### config.mk
export PLATFORM = sky130hd
export DESIGN_NAME = mem_key_tdr
export DESIGN_NICKNAME = d
export VERILOG_FILES = /design/src/rtl/mem_key_tdr.sv
export SDC_FILE = /design/constraint.sdc
export NUM_CORES = 1
export LEC_CHECK = 0
export ABC_AREA = 1
export ABC_CLOCK_PERIOD_IN_PS = 3100
export CORE_ASPECT_RATIO = 2
export CORE_UTILIZATION = 60
export DETAILED_ROUTE_END_ITERATION = 10
export DONT_BUFFER_PORTS = 1
export HOLD_SLACK_MARGIN = 0.02
export PLACE_DENSITY = 0.75
export SLEW_MARGIN = 5
export SYNTH_ARGS = -nofsm -noshare
export SYNTH_HDL_FRONTEND = slang
export SYNTH_SLANG_ARGS = --single-unit
### constraint.sdc
create_clock -name Clock -period 3.1 [get_ports Clock]
set_clock_uncertainty 0.05 [all_clocks]
set_input_delay 0.155 -clock Clock [delete_from_list [all_inputs] [get_ports Clock]]
set_output_delay 0.155 -clock Clock [all_outputs]
set_load 0.02 [all_outputs]
### src/rtl/mem_key_tdr.sv
// Key-delivery test data register: serial key in over the scan path, parallel key out to the comparator.
// Counts failed unlock attempts and latches a sticky lockout that forces the key to zero.
module mem_key_tdr #(
    parameter int Length   = 256,
    parameter int MaxTries = 3,
    parameter int CntW     = 4
) (
    input  logic              Clock,
    input  logic              RstBar,
    input  logic              SI,
    input  logic              ShiftEN,
    input  logic              CaptureEN,
    input  logic              UpdateEn,
    input  logic              Select,
    input  logic              Unlocked,
    output logic              SO,
    output logic [Length-1:0] KBits,
    output logic              Locked,
    output logic [CntW-1:0]   FailCnt
);

    typedef enum logic [1:0] {
        IDLE    = 2'd0,
        EVAL    = 2'd1,
        LOCKOUT = 2'd2
    } state_t;

    localparam logic [CntW:0] MAX_TRIES = (CntW + 1)'(MaxTries);

    state_t              state;
    state_t              state_nxt;
    logic [Length-1:0]   shift_q;
    logic [Length-1:0]   capture_word;
    logic [CntW-1:0]     fail_cnt_nxt;
    logic [CntW:0]       fail_inc;
    logic                do_capture;
    logic                do_shift;
    logic                do_update;

    // Enables are mutually exclusive by priority: capture, then shift, then update.
    assign do_capture = Select & CaptureEN;
    assign do_shift   = Select & ~CaptureEN & ShiftEN;
    assign do_update  = Select & ~CaptureEN & ~ShiftEN & UpdateEn & (state == IDLE);

    assign fail_inc = {1'b0, FailCnt} + (CntW + 1)'(1);

    // Status only; key bits are never loaded back so the key cannot be scanned out.
    always_comb begin
        capture_word             = '0;
        capture_word[CntW+1:0]   = {FailCnt, Locked, Unlocked};
    end

    // NOTE: every output of a combinational block gets a default first so no latch is inferred.
    always_comb begin
        state_nxt    = state;
        fail_cnt_nxt = FailCnt;
        case (state)
            IDLE: begin
                if (do_update) state_nxt = EVAL;
            end
            EVAL: begin
                if (Unlocked) begin
                    fail_cnt_nxt = '0;
                    state_nxt    = IDLE;
                end else if (fail_inc < MAX_TRIES) begin
                    fail_cnt_nxt = fail_inc[CntW-1:0];
                    state_nxt    = IDLE;
                end else begin
                    fail_cnt_nxt = MAX_TRIES[CntW-1:0];
                    state_nxt    = LOCKOUT;
                end
            end
            LOCKOUT: state_nxt = LOCKOUT;
            default: state_nxt = IDLE;
        endcase
    end

    // NOTE: sequential state uses non-blocking assignments so all flops see pre-edge values.
    always_ff @(posedge Clock or negedge RstBar) begin
        if (!RstBar) begin
            state   <= IDLE;
            FailCnt <= '0;
        end else begin
            state   <= state_nxt;
            FailCnt <= fail_cnt_nxt;
        end
    end

    always_ff @(posedge Clock or negedge RstBar) begin
        if (!RstBar) begin
            shift_q <= '0;
        end else if (do_capture) begin
            shift_q <= capture_word;
        end else if (do_shift) begin
            shift_q <= {SI, shift_q[Length-1:1]};
        end
    end

    // Entering lockout wipes the key; no update is accepted afterwards, so it stays zero.
    always_ff @(posedge Clock or negedge RstBar) begin
        if (!RstBar) begin
            KBits <= '0;
        end else if (state == EVAL && state_nxt == LOCKOUT) begin
            KBits <= '0;
        end else if (do_update) begin
            KBits <= shift_q;
        end
    end

    assign SO     = shift_q[0];
    assign Locked = (state == LOCKOUT);

endmodule

==> run_results.csv <==
group,metric,value,unit
sta,setup_viol,0,
worst_setup_path,worst_path_max_delay_cell,"buf_12",
clocking,clockRootBuffer,"clkbuf_16",
worst_setup_path,crit_fanout,256,
power,peakVddDrop,0.616,mV
floorplan,rows,98,
sta,worst_slack,586,ps
logic_synthesis,synth.top_cells.by_area,"dfrtp_1 (59%), nand2_1 (14%), inv_1 (8.9%)",
clocking,cts_hold_buf,4,
power,combPwrFrac,0.054,
grt,grt_pass1_vias,15869,
layout,n_fill_cell,2937,
logic_synthesis,synth.most_common_cell,"nand2_1",
sta,fmax,0.398,GHz
worst_setup_path,critical_path.max_stage_delay,600,ps
worst_setup_path,r2r-start,"state[1]",
layout,n_antenna_cell,0,
status,violations,"negative hold slack, max-slew violations",
layout,layout-drive-gt1-share,0.0389,
drt,drtIter0Drc,1128,
power,p_sw,3.20,mW
logic_synthesis,synth_compound_area_frac,0.0748,
placed_design,dpl.hpwl,29.0,mm
logic_synthesis,netlist.top_cell.by_area,"dfrtp_1",
floorplan,io_pins,270,
drt,drtPass1Iterations,5,
placed_design,place_ws,799,ps
logic_synthesis,syn_area_per_cell,8.66,µm²
clocking,cts_made_buffers,44,
min_path,hp-class,"primary input to asynchronous set/reset pin",
logic_synthesis,ys.flop_type,"dfrtp_1",
logic_synthesis,ys_seq_elements,518,
job,max_cap_viol_count,0,
logic_synthesis,yosysUniqueCellTypes,22,
power,power_frac_seq,0.531,
logic_synthesis,synthMuxAreaShare,0,
sta,period_share,0.811,
logic_synthesis,synth_top_cell_area_share,0.591,
grt,overflow,0,
sta,rsz0062_at_grt,"false",
logic_synthesis,yosys_warnings,0,
drt,routedWlPerCell,16.7,µm
logic_synthesis,syn_area,21900,µm²
logic_synthesis,synth_edf_count,0,
logic_synthesis,yosysSeqAreaShare,0.591,
power,pwr_density_cell,572,nW/µm²
logic_synthesis,synth-xor-area-share,0,
placed_design,placed_cells,2836,
logic_synthesis,synthArstFlopShare,1.00,
worst_setup_path,path_common_cell,"nand2_1",
drt,vias,15734,
logic_synthesis,synth_top_family_by_area,"simple AND/OR/NAND/NOR gates",
power,internal_power,10.1,mW
drt,totalWireLength,48.8,mm
sta,min_period,2510,ps
layout,fin_cells,2915,
layout,post-route-util,0.648,
clocking,cts_sinks,518,
logic_synthesis,synth-simple-area-share,0.197,
clocking,h-tree-depth,2,
sta,holdWs,-758,ps
layout,area_delta_synth_final,6.06,%
floorplan,core_area,35900,µm²
clocking,cts.clk_slew.worst_paths,70,ps
sta,hold_viol,518,
layout,nets,2445,
worst_setup_path,crit_required,3540,ps
layout,ff_latch_area,13000,µm²
worst_setup_path,cp-end-kind,"register",
placed_design,numPortBuffers,0,
layout,multi_input_area,6030,µm²
floorplan,die_height,272,µm
logic_synthesis,synth-adder-area-share,0.000570,
sta,tightestPinTransition,2300,ps
layout,fin_area,23300,µm²
clocking,clk_latency,550,ps
grt,grtUsageTotal,0.267,
sta,relSlewSlack,-0.533,
logic_synthesis,syn_nets,2543,
worst_setup_path,setup.worst_path.start_class,"register",
floorplan,dieArea,37400,µm²
worst_setup_path,crit_start,"state[1]",
grt,grt_max_degree,519,
worst_setup_path,critical_path_class,"register to register",
worst_setup_path,cp_cell_sequence,"inv_1 > nand2_1 > nor2_4 > buf_12 > nand3_1 > nand2_1 > nand2_1 > inv_1",
sta,slew_viol_final,312,
status,outcome,"finished, violations left",
power,power.share.clock,0.414,
drt,drc,0,
worst_setup_path,arrival,2960,ps
floorplan,start_util,0.611,
drt,vias_per_cell,5.40,
placed_design,place_congestion,0.839,
sta,fin_setup_tns,0,ps
power,switching_share,0.240,
clocking,cts_max_path_buffers,3,
power,power_leakage,13.5,nW
floorplan,dieWidth,137,µm
logic_synthesis,netlist_instances,2534,
clocking,cts_tree,"done",
placed_design,placed_area,21800,µm²
power,power.total,13.3,mW
drt,ant_nets,0,
grt,grt_pass1_wl,79.5,mm
grt,antenna_found_initial,0,
logic_synthesis,ys_top_cells_by_count,"nand2_1 (790), inv_1 (521), dfrtp_1 (518), nand3_1 (259), o22ai_1 (249)",
[placed cells by master (no fill, tap or decap), types with 6 or more instances in the layout]
cell | Yosys | final
nand2_1 | 790 | 789
inv_1 | 521 | 521
dfrtp_1 | 518 | 518
nand3_1 | 259 | 259
o22ai_1 | 249 | 249
clkbuf_16 | 0 | 46
o21ai_0 | 10 | 10
buf_12 | 0 | 10
buf_4 | 27 | 9
clkinv_2 | 0 | 7
nor2_1 | 6 | 6
clkbuf_1 | 11 | 6
[logic make-up (layout without fill, tap and decap cells)]
| kind of cell | count (synthesis) | after routing |
|---|---|---|
| buffers and inverters | 690 | 621 |
| AOI/OAI and AO/OA | 264 | 264 |
| DFF | 518 | 518 |
| adders and majority gates | 1 | 1 |
| and+or+nand+nor | 1061 | 1061 |
[path summary, 6_finish.rpt]
check                             end  slack, ps  cells past startpoint
hold reg to reg              state[1]        460                      1
setup / recovery            KBits[67]        590                      8
max in group asynchronous   KBits[26]       1920                      0
min in group Clock         shift_q[1]         80                      4
hold / removal             KBits[186]       -760                      0
setup reg to reg            KBits[67]        590                      8
[power by group through the flow]
stage	sequential (mW)	combinational [mW]	clock [mW]
3_5_place_dp	7.20	0.706	0
2_1_floorplan	7.16	0.607	0
6_report	7.07	0.720	5.51
5_1_grt	7.07	0.801	5.86
4_1_cts	7.07	0.717	5.64
3_3_place_gp	7.19	0.682	0
[area by class of cell]
type	instances	area share
Clock buffer	56	0.0528
Sequential cell	518	0.557
Timing Repair Buffer	23	0.0132
Clock inverter	19	0.00887
Inverter	523	0.0844
Multi-Input combinational cell	1326	0.259
Tap cell	450	0.0242
[worst max-delay path: cells and delay by family (launching register included)]
family | cells | cell delay, ps
flip-flops | 1 | 380
AND/OR/NAND/NOR | 5 | 810
buffers and inverters | 3 | 770
[state kept, by name, summed over array words and instances, names as in the netlist]
name,flops
FailCnt,4
KBits,256
shift_q,256
state,2
[per-layer routing]
metal,vias to the layer above,track usage,share of wire
met5,-,0,0
met3,115,0.0651,0.072
li1,7576,-,-
met2,453,0.456,0.50
met4,0,0.135,0.052
met1,7590,0.308,0.37
[repair_timing]
action / 4_1_cts / 5_1_grt
gates resized for setup: 0 / 0
setup buffers: 0 / 0
hold endpoints to repair: 573 / 518
endpoints found under the setup margin: 0 / 0
Note: power is estimated with default switching activity, not from simulation.
